[src/rtl/id_ex_alu_issue.sv]
// id_ex_alu_issue
//   ID/EX issue register for a 32-bit MIPS subset. It decodes the incoming
//   instruction, selects ALU operands (with forwarding from the instruction
//   leaving the held slot), and holds the result for the execute stage. It
//   also detects load-use hazards and stalls issue for one cycle.
//
// Ports
//   clk          single clock, all state on rising edge
//   rst          asynchronous, active-high reset
//   in_valid     decoded-stage instruction valid
//   in_ready     issue accepts an instruction this cycle (combinational)
//   instr        MIPS instruction word
//   rs_data      register-file read of instr[25:21]
//   rt_data      register-file read of instr[20:16]
//   flush        kill the held instruction; also blocks a same-cycle accept
//   ex_ready     execute stage consumes the held instruction this cycle
//   alu_result   ALU result for the currently held operands
//   out_valid    held operands/control valid
//   alu_a/alu_b  ALU operands
//   alu_control  010 add, 110 sub, 000 and, 001 or, 111 slt
//   wr_reg       destination register
//   reg_write, mem_read, mem_write, branch   stage strobes
//   illegal      unsupported opcode/funct
//   load_use     load-use stall active (combinational)
//
// FSM states
//   state | meaning
//   RUN   | normal issue
//   STALL | one-cycle bubble after a load-use hazard; held load drains

module id_ex_alu_issue (
  input  logic        clk,
  input  logic        rst,
  input  logic        in_valid,
  output logic        in_ready,
  input  logic [31:0] instr,
  input  logic [31:0] rs_data,
  input  logic [31:0] rt_data,
  input  logic        flush,
  input  logic        ex_ready,
  input  logic [31:0] alu_result,
  output logic        out_valid,
  output logic [31:0] alu_a,
  output logic [31:0] alu_b,
  output logic [2:0]  alu_control,
  output logic [4:0]  wr_reg,
  output logic        reg_write,
  output logic        mem_read,
  output logic        mem_write,
  output logic        branch,
  output logic        illegal,
  output logic        load_use
);

  typedef enum logic [0:0] {RUN, STALL} state_t;

  localparam logic [2:0] ALU_ADD = 3'b010;
  localparam logic [2:0] ALU_SUB = 3'b110;
  localparam logic [2:0] ALU_AND = 3'b000;
  localparam logic [2:0] ALU_OR  = 3'b001;
  localparam logic [2:0] ALU_SLT = 3'b111;

  state_t      r_state;
  logic        r_out_valid;
  logic [31:0] r_alu_a;
  logic [31:0] r_alu_b;
  logic [2:0]  r_alu_control;
  logic [4:0]  r_wr_reg;
  logic        r_reg_write;
  logic        r_mem_read;
  logic        r_mem_write;
  logic        r_branch;
  logic        r_illegal;

  logic [5:0]  w_opcode;
  logic [5:0]  w_funct;
  logic [4:0]  w_rs;
  logic [4:0]  w_rt;
  logic [4:0]  w_rd;
  logic [31:0] w_sext;
  logic [31:0] w_zext;

  logic [2:0]  w_ctrl;
  logic        w_uses_rt;
  logic [31:0] w_imm_ext;
  logic [4:0]  w_wr_reg;
  logic        w_reg_write;
  logic        w_mem_read;
  logic        w_mem_write;
  logic        w_branch;
  logic        w_illegal;

  logic        w_fwd_ok;
  logic [31:0] w_rs_val;
  logic [31:0] w_rt_val;
  logic [31:0] w_b;
  logic        w_hazard;
  logic        w_accept;

  assign w_opcode = instr[31:26];
  assign w_rs     = instr[25:21];
  assign w_rt     = instr[20:16];
  assign w_rd     = instr[15:11];
  assign w_funct  = instr[5:0];
  assign w_sext   = {{16{instr[15]}}, instr[15:0]};
  assign w_zext   = {16'h0000, instr[15:0]};

  always_comb begin
    w_ctrl      = ALU_ADD;
    w_uses_rt   = 1'b0;
    w_imm_ext   = w_sext;
    w_wr_reg    = 5'd0;
    w_reg_write = 1'b0;
    w_mem_read  = 1'b0;
    w_mem_write = 1'b0;
    w_branch    = 1'b0;
    w_illegal   = 1'b0;
    case (w_opcode)
      6'h00: begin
        w_uses_rt   = 1'b1;
        w_wr_reg    = w_rd;
        w_reg_write = 1'b1;
        case (w_funct)
          6'h20:   w_ctrl = ALU_ADD;
          6'h22:   w_ctrl = ALU_SUB;
          6'h24:   w_ctrl = ALU_AND;
          6'h25:   w_ctrl = ALU_OR;
          6'h2A:   w_ctrl = ALU_SLT;
          default: begin
            w_ctrl      = ALU_ADD;
            w_uses_rt   = 1'b0;
            w_wr_reg    = 5'd0;
            w_reg_write = 1'b0;
            w_illegal   = 1'b1;
          end
        endcase
      end
      6'h23: begin
        w_wr_reg    = w_rt;
        w_reg_write = 1'b1;
        w_mem_read  = 1'b1;
      end
      6'h2B: w_mem_write = 1'b1;
      6'h04: begin
        w_ctrl    = ALU_SUB;
        w_uses_rt = 1'b1;
        w_branch  = 1'b1;
      end
      6'h08: begin
        w_wr_reg    = w_rt;
        w_reg_write = 1'b1;
      end
      6'h0C: begin
        w_ctrl      = ALU_AND;
        w_imm_ext   = w_zext;
        w_wr_reg    = w_rt;
        w_reg_write = 1'b1;
      end
      6'h0D: begin
        w_ctrl      = ALU_OR;
        w_imm_ext   = w_zext;
        w_wr_reg    = w_rt;
        w_reg_write = 1'b1;
      end
      6'h0A: begin
        w_ctrl      = ALU_SLT;
        w_wr_reg    = w_rt;
        w_reg_write = 1'b1;
      end
      default: w_illegal = 1'b1;
    endcase
  end

  // Forward only from a non-load producer that leaves the slot this cycle;
  // a load's data is not available yet, which is what the stall covers.
  assign w_fwd_ok = r_out_valid && ex_ready && r_reg_write && !r_mem_read &&
                    (r_wr_reg != 5'd0);
  assign w_rs_val = (w_fwd_ok && (w_rs == r_wr_reg)) ? alu_result : rs_data;
  assign w_rt_val = (w_fwd_ok && w_uses_rt && (w_rt == r_wr_reg)) ? alu_result : rt_data;
  assign w_b      = w_uses_rt ? w_rt_val : w_imm_ext;

  // Source register reads the pending load destination. r_wr_reg != 0 also
  // keeps $0 from ever stalling.
  assign w_hazard = (r_state == RUN) && in_valid && r_out_valid && r_mem_read &&
                    (r_wr_reg != 5'd0) &&
                    ((w_rs == r_wr_reg) || (w_uses_rt && (w_rt == r_wr_reg)));

  // The hazard also blocks acceptance in the detecting cycle so the consumer
  // stays on the input and is re-read from the register file after the stall.
  assign in_ready = (!r_out_valid || ex_ready) && (r_state == RUN) && !w_hazard;
  assign load_use = (r_state == STALL) || w_hazard;
  assign w_accept = in_valid && in_ready && !flush;

  always_ff @(posedge clk or posedge rst) begin
    if (rst) begin
      r_state       <= RUN;
      r_out_valid   <= 1'b0;
      r_alu_a       <= 32'd0;
      r_alu_b       <= 32'd0;
      r_alu_control <= ALU_ADD;
      r_wr_reg      <= 5'd0;
      r_reg_write   <= 1'b0;
      r_mem_read    <= 1'b0;
      r_mem_write   <= 1'b0;
      r_branch      <= 1'b0;
      r_illegal     <= 1'b0;
    end else begin
      case (r_state)
        RUN:     if (w_hazard) r_state <= STALL;
        STALL:   r_state <= RUN;
        default: r_state <= RUN;
      endcase

      if (flush) begin
        r_out_valid <= 1'b0;
        r_reg_write <= 1'b0;
        r_mem_read  <= 1'b0;
        r_mem_write <= 1'b0;
        r_branch    <= 1'b0;
        r_illegal   <= 1'b0;
      end else if (w_accept) begin
        r_out_valid   <= 1'b1;
        r_alu_a       <= w_rs_val;
        r_alu_b       <= w_b;
        r_alu_control <= w_ctrl;
        r_wr_reg      <= w_wr_reg;
        r_reg_write   <= w_reg_write;
        r_mem_read    <= w_mem_read;
        r_mem_write   <= w_mem_write;
        r_branch      <= w_branch;
        r_illegal     <= w_illegal;
      end else if (r_out_valid && ex_ready) begin
        r_out_valid <= 1'b0;
      end
    end
  end

  assign out_valid   = r_out_valid;
  assign alu_a       = r_alu_a;
  assign alu_b       = r_alu_b;
  assign alu_control = r_alu_control;
  assign wr_reg      = r_wr_reg;
  assign reg_write   = r_reg_write;
  assign mem_read    = r_mem_read;
  assign mem_write   = r_mem_write;
  assign branch      = r_branch;
  assign illegal     = r_illegal;

endmodule

[config.mk]
export PLATFORM = sky130hd
export DESIGN_NAME = id_ex_alu_issue
export DESIGN_NICKNAME = d
export VERILOG_FILES = /design/src/rtl/id_ex_alu_issue.sv
export SDC_FILE = /design/constraint.sdc
export NUM_CORES = 1
export LEC_CHECK = 0
export ABC_CLOCK_PERIOD_IN_PS = 2400
export CORE_MARGIN = 2
export CORE_UTILIZATION = 30
export DETAILED_ROUTE_END_ITERATION = 7
export GPL_ROUTABILITY_DRIVEN = 0
export PLACE_DENSITY = 0.62
export SYNTH_ARGS = -nofsm -noshare
export SYNTH_HDL_FRONTEND = slang
export SYNTH_SLANG_ARGS = --single-unit
[constraint.sdc]
create_clock -name clk -period 2.4 [get_ports clk]
set_input_delay 0.48 -clock clk [delete_from_list [all_inputs] [get_ports clk]]
set_output_delay 0.48 -clock clk [all_outputs]
set_load 0.05 [all_outputs]
# [After elaboration in Yosys (flattened, before gate mapping)]
# Index checks and enable logic that the tools add are counted.
[word_totals] reg_bits=79 input_bits=133 out_inout_bits=80
[op_classes] eq_ne=14 mux=31 n_bitwise=2 reduce_logical=33
[op_table] op="$mux W32" count=4
[op_table] op="$eq A6 B6 Y1 const B" count=7
[op_table] op="$eq A6 B4 Y1 const B" count=4
[op_table] op="$mux W1" count=19
[op_table] op="$logic_and A1 B1 Y1" count=17
[op_table] op="$pmux W3 S5" count=1
[op_table] op="$pmux W3 S4" count=1
[op_table] op="$eq A5 B5 Y1" count=2
[op_table] op="$pmux W5 S2" count=1
[op_table] op="$reduce_or A5 Y1" count=2
[op_table] op="$pmux W1 S2" count=4
[op_table] op="$reduce_or A7 Y1" count=1
[op_table] op="$eq A6 B3 Y1 const B" count=1
[op_table] op="$logic_not A6 Y1" count=1
[op_table] op="$mux W5" count=1
[op_table] op="$reduce_bool A5 Y1" count=1
[op_table] op="$logic_not A1 Y1" count=4
[op_table] op="$logic_or A1 B1 Y1" count=3
[op_table] op="$reduce_bool A3 Y1" count=1
[op_table] op="$not A1 Y1" count=2
[op_table] op="$reduce_and A2 Y1" count=1
[op_table] op="$reduce_bool A2 Y1" count=1
[op_table] op="$reduce_or A2 Y1" count=1

# [Logic depth before layout (Yosys ltp)]
# Gate-level depths: netlist of the first run.
[depth] word_depth=13 depth_mapped=9

# [Least setup slack after synthesis of the first run]
# Ideal clock, no wire load.
[synth_path] path_type="register -> output" start="register r_wr_reg[0], in the netlist wr_reg[0]" end="output in_ready" t_arrival_ps=2643 required_time_ps=1920 setup_slack_ps=-723 path_stages_with_launch=6 n_path_buf=0 path_cell_list="dfrtp_1 > or4_4 > o21ai_2 > o21bai_1 > nand2b_1 > nor2_1"
[synth_between] elab_chain_cells=6 elab_cells_between_ends=9 cone_classes="2 x eq/ne; 7 x reduce/logical"
[synth_rtl] item="from (decl)" line="68" source="logic [4:0] r_wr_reg;"
[synth_rtl] item="from (signal assigned)" line="226" source="r_wr_reg <= w_wr_reg;"
[synth_rtl] item="$eq A5 B5 Y1" line="186" source="((w_rs == r_wr_reg) || (w_uses_rt && (w_rt == r_wr_reg)));"
[synth_rtl] item="$logic_and A1 B1 Y1" line="186"
[synth_rtl] item="$logic_or A1 B1 Y1" line="186"
[synth_rtl] item="$logic_and A1 B1 Y1 (*)" line="185" source="(r_wr_reg != 5'd0) &&"
[synth_rtl] item="$logic_not A1 Y1 (*)" line="190" source="assign in_ready = (!r_out_valid || ex_ready) && (r_state == RUN) && !w_hazard;"
[synth_rtl] item="$logic_and A1 B1 Y1 (*)" line="190"
[synth_rtl] item="to (decl)" line="35" source="output logic in_ready,"
# Mark *: on every way between the ends. The rest lies on a longest branch, timed or not.

# [Worst setup path in the final report of the first run]
# Ends and elaborated chain as after synthesis.

==> results of run 1 <==
-- area by class of cell --
class	instances	area, sq um	share of cell area
Timing Repair Buffer	267	2650	0.356
Clock buffer	12	267	0.0358
Tap cell	180	225	0.0303
Clock inverter	4	76.3	0.0103
Sequential cell	79	1980	0.266
Inverter	5	22.5	0.00303
Multi-Input combinational cell	314	2220	0.298
-- cell usage after synthesis, types with 3 or more instances --
master,instances,area share
buf_6,3,0.0079
nand2_1,6,0.0053
nand2b_1,4,0.0059
o21ai_0,18,0.021
nor3b_1,3,0.0053
a22oi_1,5,0.0088
inv_1,5,0.0044
nand3_1,5,0.0059
mux2_1,14,0.037
o21ai_2,4,0.0082
xnor2_1,9,0.018
mux2i_1,56,0.13
dfrtp_1,78,0.46
nor2_1,89,0.078
a21oi_1,39,0.046
o2bb2ai_1,16,0.033
clkbuf_1,10,0.0088
nor2b_1,3,0.0044
o22a_1,16,0.033
nor3_1,5,0.0059
buf_2,13,0.015
-- path summary, 6_finish.rpt --
kind / endpoint / cells past startpoint
min in group asynchronous: alu_b[20] / 3
min: alu_b[2] / 1
max in group asynchronous: alu_control[1] / 3
max: in_ready / 6
max reg2reg: alu_b[28] / 9
min reg2reg: alu_b[2] / 1
-- per-stage QoR --
| stage | hold slack (ns) | setup WS (ns) | cells | util |
|---|---|---|---|---|
| after floorplan | 0.546 | -0.202 | 425 | - |
| after global placement | 0.471 | -0.367 | 831 | 0.499 |
| after detailed placement | 0.477 | -0.387 | 831 | 0.499 |
| after CTS | 0.492 | -0.0915 | 857 | 0.532 |
| after global routing | 0.513 | -0.108 | 861 | 0.536 |
| final | 0.486 | -0.0430 | 861 | 0.536 |
-- power by group through the flow --
stage | logic (mW) | clock network (mW) | registers, mW
3_3_place_gp | 2.09 | 0 | 1.73
4_1_cts | 2.14 | 1.59 | 1.71
5_1_grt | 2.25 | 1.64 | 1.74
2_1_floorplan | 0.410 | 0 | 2.51
6_report | 2.13 | 1.56 | 1.71
3_5_place_dp | 2.11 | 0 | 1.73
-- cells by family (layout without fill, tap and decap cells) --
| family | count (synthesis) | count (layout) | synth area share |
|---|---|---|---|
| buf+inv | 32 | 288 | 0.0382 |
| simple gates | 124 | 124 | 0.133 |
| compound gates | 108 | 108 | 0.170 |
| flops | 79 | 79 | 0.464 |
| mux | 72 | 72 | 0.174 |
| xor+xnor | 10 | 10 | 0.0206 |
-- what timing repair did --
action / CTS / global route
hold buffers: 0 / 0
gates resized for setup: 20 / 9
buffers inserted: 10 / 4
endpoints found under the setup margin: 5 / 10
pin swaps: 6 / 6
-- metal layers --
metal  global-route usage  vias to the layer above  routed length (um)
met5                    0                        -                   0
met2                0.338                      169                7240
met4               0.0753                        0                 305
li1                     -                     2023                   -
met3               0.0590                       20                1410
met1                0.233                     2019                6050
==> flow_metrics.py, run 1 <==
metrics = {
    "setup_path": {
        "critPathMaxStageDelay_ns": 0.57,
        "path_class": "flip-flop to output pin",
        "crit_path_end_kind": "output pin",
        "crit_chain": "or4_4 -> o21ai_4 -> o21bai_4 -> nand2b_4 -> nor2_4 -> buf_12",
        "start_kind": "flip-flop",
        "cp-startpoint": "wr_reg[0]",
        "reg2reg_from": "wr_reg[0]",
        "r2r_slack_ns": 0.15,
        "critPathMaxFanout": 4,
        "crit_slowest_cell": "or4_4",
        "critical-path-top-delay-family": "simple AND/OR/NAND/NOR gates",
        "crit_buf_inv": 1,
        "crit_arrival_ns": 1.96,
        "crit_required_ns": 1.92,
    },
    "synthesis": {
        "synth_nets": 558,
        "ys_warn_count": 0,
        "seq_area_frac_synth": 0.464,
        "postSynthAreaPerCell_sq_um": 10.0,
        "synthArstFlopShare": 1.00,
        "netlist_area_sq_mm": 0.00426,
        "synth_edf_count": 0,
        "synthCells": 425,
        "synth_ff_type": "dfrtp_1",
        "ys_seq_elements": 79,
        "synth_cell_types": 41,
    },
    "detailed_routing": {
        "ant_nets": 0,
        "wl_per_cell_um": 17.4,
        "drc": 0,
        "routed_wl_um": 15000,
        "drt_iter0_drc": 169,
        "via_per_inst": 4.91,
        "dr.pass1.iters": 4,
        "vias": 4231,
    },
    "place": {
        "place_area_sq_mm": 0.00693,
        "hpwl_um": 11300,
        "portBuffers": 212,
    },
    "pwr": {
        "intPower_mw": 3.40,
        "combPwrFrac": 0.395,
        "seq_power_share": 0.316,
        "switching_power_mw": 2.00,
        "switching_share": 0.370,
        "cellPowerDensity_mw_per_mm2": 726,
        "p_clk_frac": 0.288,
        "power.total_mw": 5.40,
        "p_leak_nw": 2.91,
        "vdd_drop_max_uv": 391,
    },
    "timing": {
        "tns_ns": -0.0430,
        "fmax_mhz": 409,
        "grt_setup_unrepaired": "yes",
        "setup_violations": 1,
        "fin_crit_ns": 2.44,
        "slew_headroom": 0.613,
        "period_share": 1.02,
        "hold_viol_final": 0,
        "finClkSkew_ns": 0.00892,
        "fin_ws_ns": -0.0430,
        "worstMarginPinSlew_ns": 0.579,
        "drv_slew": 0,
    },
    "finish": {
        "drive_above_1_share": 0.147,
        "syn_to_final_growth_pct": 74.5,
        "layout_common_cells": "clkdlybuf4s50_1, nor2_1, dfrtp_1",
        "final_common_cell": "clkdlybuf4s50_1",
        "finish.net_count": 809,
        "antennaDiodeCount": 0,
        "fill_cells": 1272,
        "fin_area_sq_mm": 0.00744,
    },
    "grt": {
        "grt.total_usage": 0.198,
        "overflow": 0,
        "grt_start_max_net_pins": 80,
        "first_global_vias": 4482,
        "grt_pass1_wl_um": 22800,
        "antenna_found_initial": 0,
    },
    "clocking": {
        "htree_num_levels": 3,
        "clkSinkCount": 79,
        "clk_latency_ns": 0.34,
        "cts_tree": "built",
        "cts-root-buf": "clkbuf_16",
        "clk_pin_slew_worst_paths_ns": 0.06,
        "cts_inserted_buffers": 9,
        "cts_buffer_depth": 2,
    },
    "outcome": {
        "violations": "setup timing",
        "outcome": "finished, violations left",
    },
    "die": {
        "die_w_um": 123,
        "core-area_sq_mm": 0.0139,
        "die-area_sq_mm": 0.0152,
        "io_pins": 213,
        "initial_core_util": 0.307,
        "die_y_um": 123,
        "num_rows": 43,
    },
    "job": {
        "cap_violations": 0,
    },
    "hold_path": {
        "holdCritPathClass": "flip-flop to flip-flop",
        "hp-start": "alu_b[2]",
    },
}
(Power assumes the default switching activity.)
==> inputs of run 2 (changes only) <==
- CORE_UTILIZATION: 30 -> 37
- PLACE_DENSITY: 0.62 -> 0.75
==> run 2 against run 1 <==
Effect of this change: the run still ends with setup timing left; worst setup slack improved by 0.035 ns; combinational power barely moved; sequential cell count did not move; sequential share of layout area barely moved; power rose by 0.53%; hold slack got worse by 0.0074 ns; routed wire length rose by 1.7%; fmax rose by 1.4%; highest routed layer unchanged.
==> flow_metrics.py, run 2 (synthesis results as in run 1) <==
metrics = {
    "clocking": {
        "cts_buffer_depth": 2,
        "cts_inserted_buffers": 9,
        "cts_tree": "built",
        "clk_pin_slew_worst_paths_ns": 0.06,
        "clk_latency_ns": 0.33,
        "cts-root-buf": "clkbuf_16",
        "htree_num_levels": 3,
        "clkSinkCount": 79,
    },
    "finish": {
        "final_common_cell": "clkdlybuf4s50_1",
        "finish.net_count": 815,
        "fill_cells": 909,
        "syn_to_final_growth_pct": 74.5,
        "antennaDiodeCount": 0,
        "postLayoutCoreUtil": 0.657,
        "drive_above_1_share": 0.157,
        "final_cells": 830,
        "layout_common_cells": "clkdlybuf4s50_1, nor2_1, dfrtp_1",
    },
    "die": {
        "core-area_sq_mm": 0.0113,
        "num_rows": 39,
        "die-area_sq_mm": 0.0124,
        "die_w_um": 111,
        "die_y_um": 111,
        "io_pins": 213,
        "initial_core_util": 0.376,
    },
    "grt": {
        "antenna_found_initial": 0,
        "overflow": 0,
        "grt_pass1_wl_um": 23900,
        "grt_start_max_net_pins": 68,
        "first_global_vias": 4616,
        "grt.total_usage": 0.242,
    },
    "timing": {
        "hold_viol_final": 0,
        "fin_crit_ns": 2.41,
        "tns_ns": -0.00838,
        "fin_ws_ns": -0.00838,
        "fmax_mhz": 415,
        "grt_setup_unrepaired": "yes",
        "finClkSkew_ns": 0.00622,
        "drv_slew": 0,
        "worstMarginPinSlew_ns": 0.558,
        "setup_violations": 1,
        "period_share": 1.00,
        "slew_headroom": 0.627,
    },
    "hold_path": {
        "holdCritPathClass": "flip-flop to flip-flop",
        "hp-start": "alu_control[1]",
        "hold_path_depth": 2,
    },
    "detailed_routing": {
        "routed_wl_um": 15300,
        "dr.pass1.iters": 4,
        "vias": 4323,
        "drt_iter0_drc": 291,
        "drc": 0,
        "wl_per_cell_um": 18.4,
        "ant_nets": 0,
        "via_per_inst": 5.21,
    },
    "setup_path": {
        "crit_required_ns": 1.92,
        "crit_path_end_kind": "output pin",
        "path_class": "flip-flop to output pin",
        "start_kind": "flip-flop",
        "reg2reg_from": "wr_reg[0]",
        "crit_slowest_cell": "or4_4",
        "crit_chain": "or4_4 -> o21ai_4 -> o21bai_4 -> nand2b_4 -> nor2_4 -> buf_12",
        "crit_arrival_ns": 1.93,
        "critPathMaxStageDelay_ns": 0.56,
        "r2r_cells": 9,
        "cp-startpoint": "wr_reg[0]",
        "critPathMaxFanout": 3,
    },
    "place": {
        "hpwl_um": 11200,
        "pre_cts_ws_ns": -0.406,
        "placed_cells": 795,
        "portBuffers": 212,
    },
    "outcome": {
        "violations": "setup timing",
        "outcome": "finished, violations left",
    },
    "pwr": {
        "vdd_drop_max_uv": 485,
        "cellPowerDensity_mw_per_mm2": 730,
        "p_leak_nw": 2.95,
    },
    "job": {
        "cap_violations": 0,
    },
}
run 2: final timing paths:
path	endpoint	slack, ns
hold reg to reg	alu_control[1]	0.48
hold / removal	alu_control[1]	0.48
setup reg to reg	alu_b[18]	0.08
max in group asynchronous	alu_b[3]	1.34
min in group asynchronous	alu_b[28]	0.65
setup / recovery	in_ready	-0.008
run 2: report_power, final:
group,switching [mW],total (mW),internal [mW]
Sequential,0.148,1.71,1.56
Clock,0.531,1.57,1.04
Combinational,1.30,2.15,0.847
Total,1.98,5.43,3.45
run 2: worst max-delay path: cells and delay by family (launching register included):
family | cells | cell delay (ns)
flops | 1 | 0.42
compound gates | 2 | 0.29
buf+inv | 1 | 0.14
simple gates | 3 | 0.75
run 2: final cells by class:
class                           count  area [sq um]  share of cell area
Sequential cell                    79          1980               0.267
Timing Repair Buffer              272          2660               0.358
Clock buffer                       10           239              0.0321
Clock inverter                      6           108              0.0145
Tap cell                          143           179              0.0241
Multi-Input combinational cell    315          2250               0.302
Inverter                            5          22.5             0.00303
run 2: through the flow:
step / power [mW] / cell area [sq um] / hold WS (ns)
final: 5.43 / 7440 / 0.479
after global routing: 5.66 / 7440 / 0.503
after CTS: 5.45 / 7360 / 0.486
after floorplan: 2.92 / 4280 / 0.546
after global placement: 3.80 / 6860 / 0.463
after detailed placement: 3.83 / 6860 / 0.473
run 2: what timing repair did:
action / in CTS / in global routing
pin swaps: 9 / 7
setup endpoints to repair: 17 / 18
buffers inserted: 13 / 5
cloned: 0 / 1
resized for setup: 23 / 12
hold buffers: 0 / 0
run 2: routing by layer:
metal  share of wire  global-route usage
met3           0.088              0.0782
met2            0.50               0.415
met4           0.027              0.0979
met1            0.38               0.280
met5               0                   0
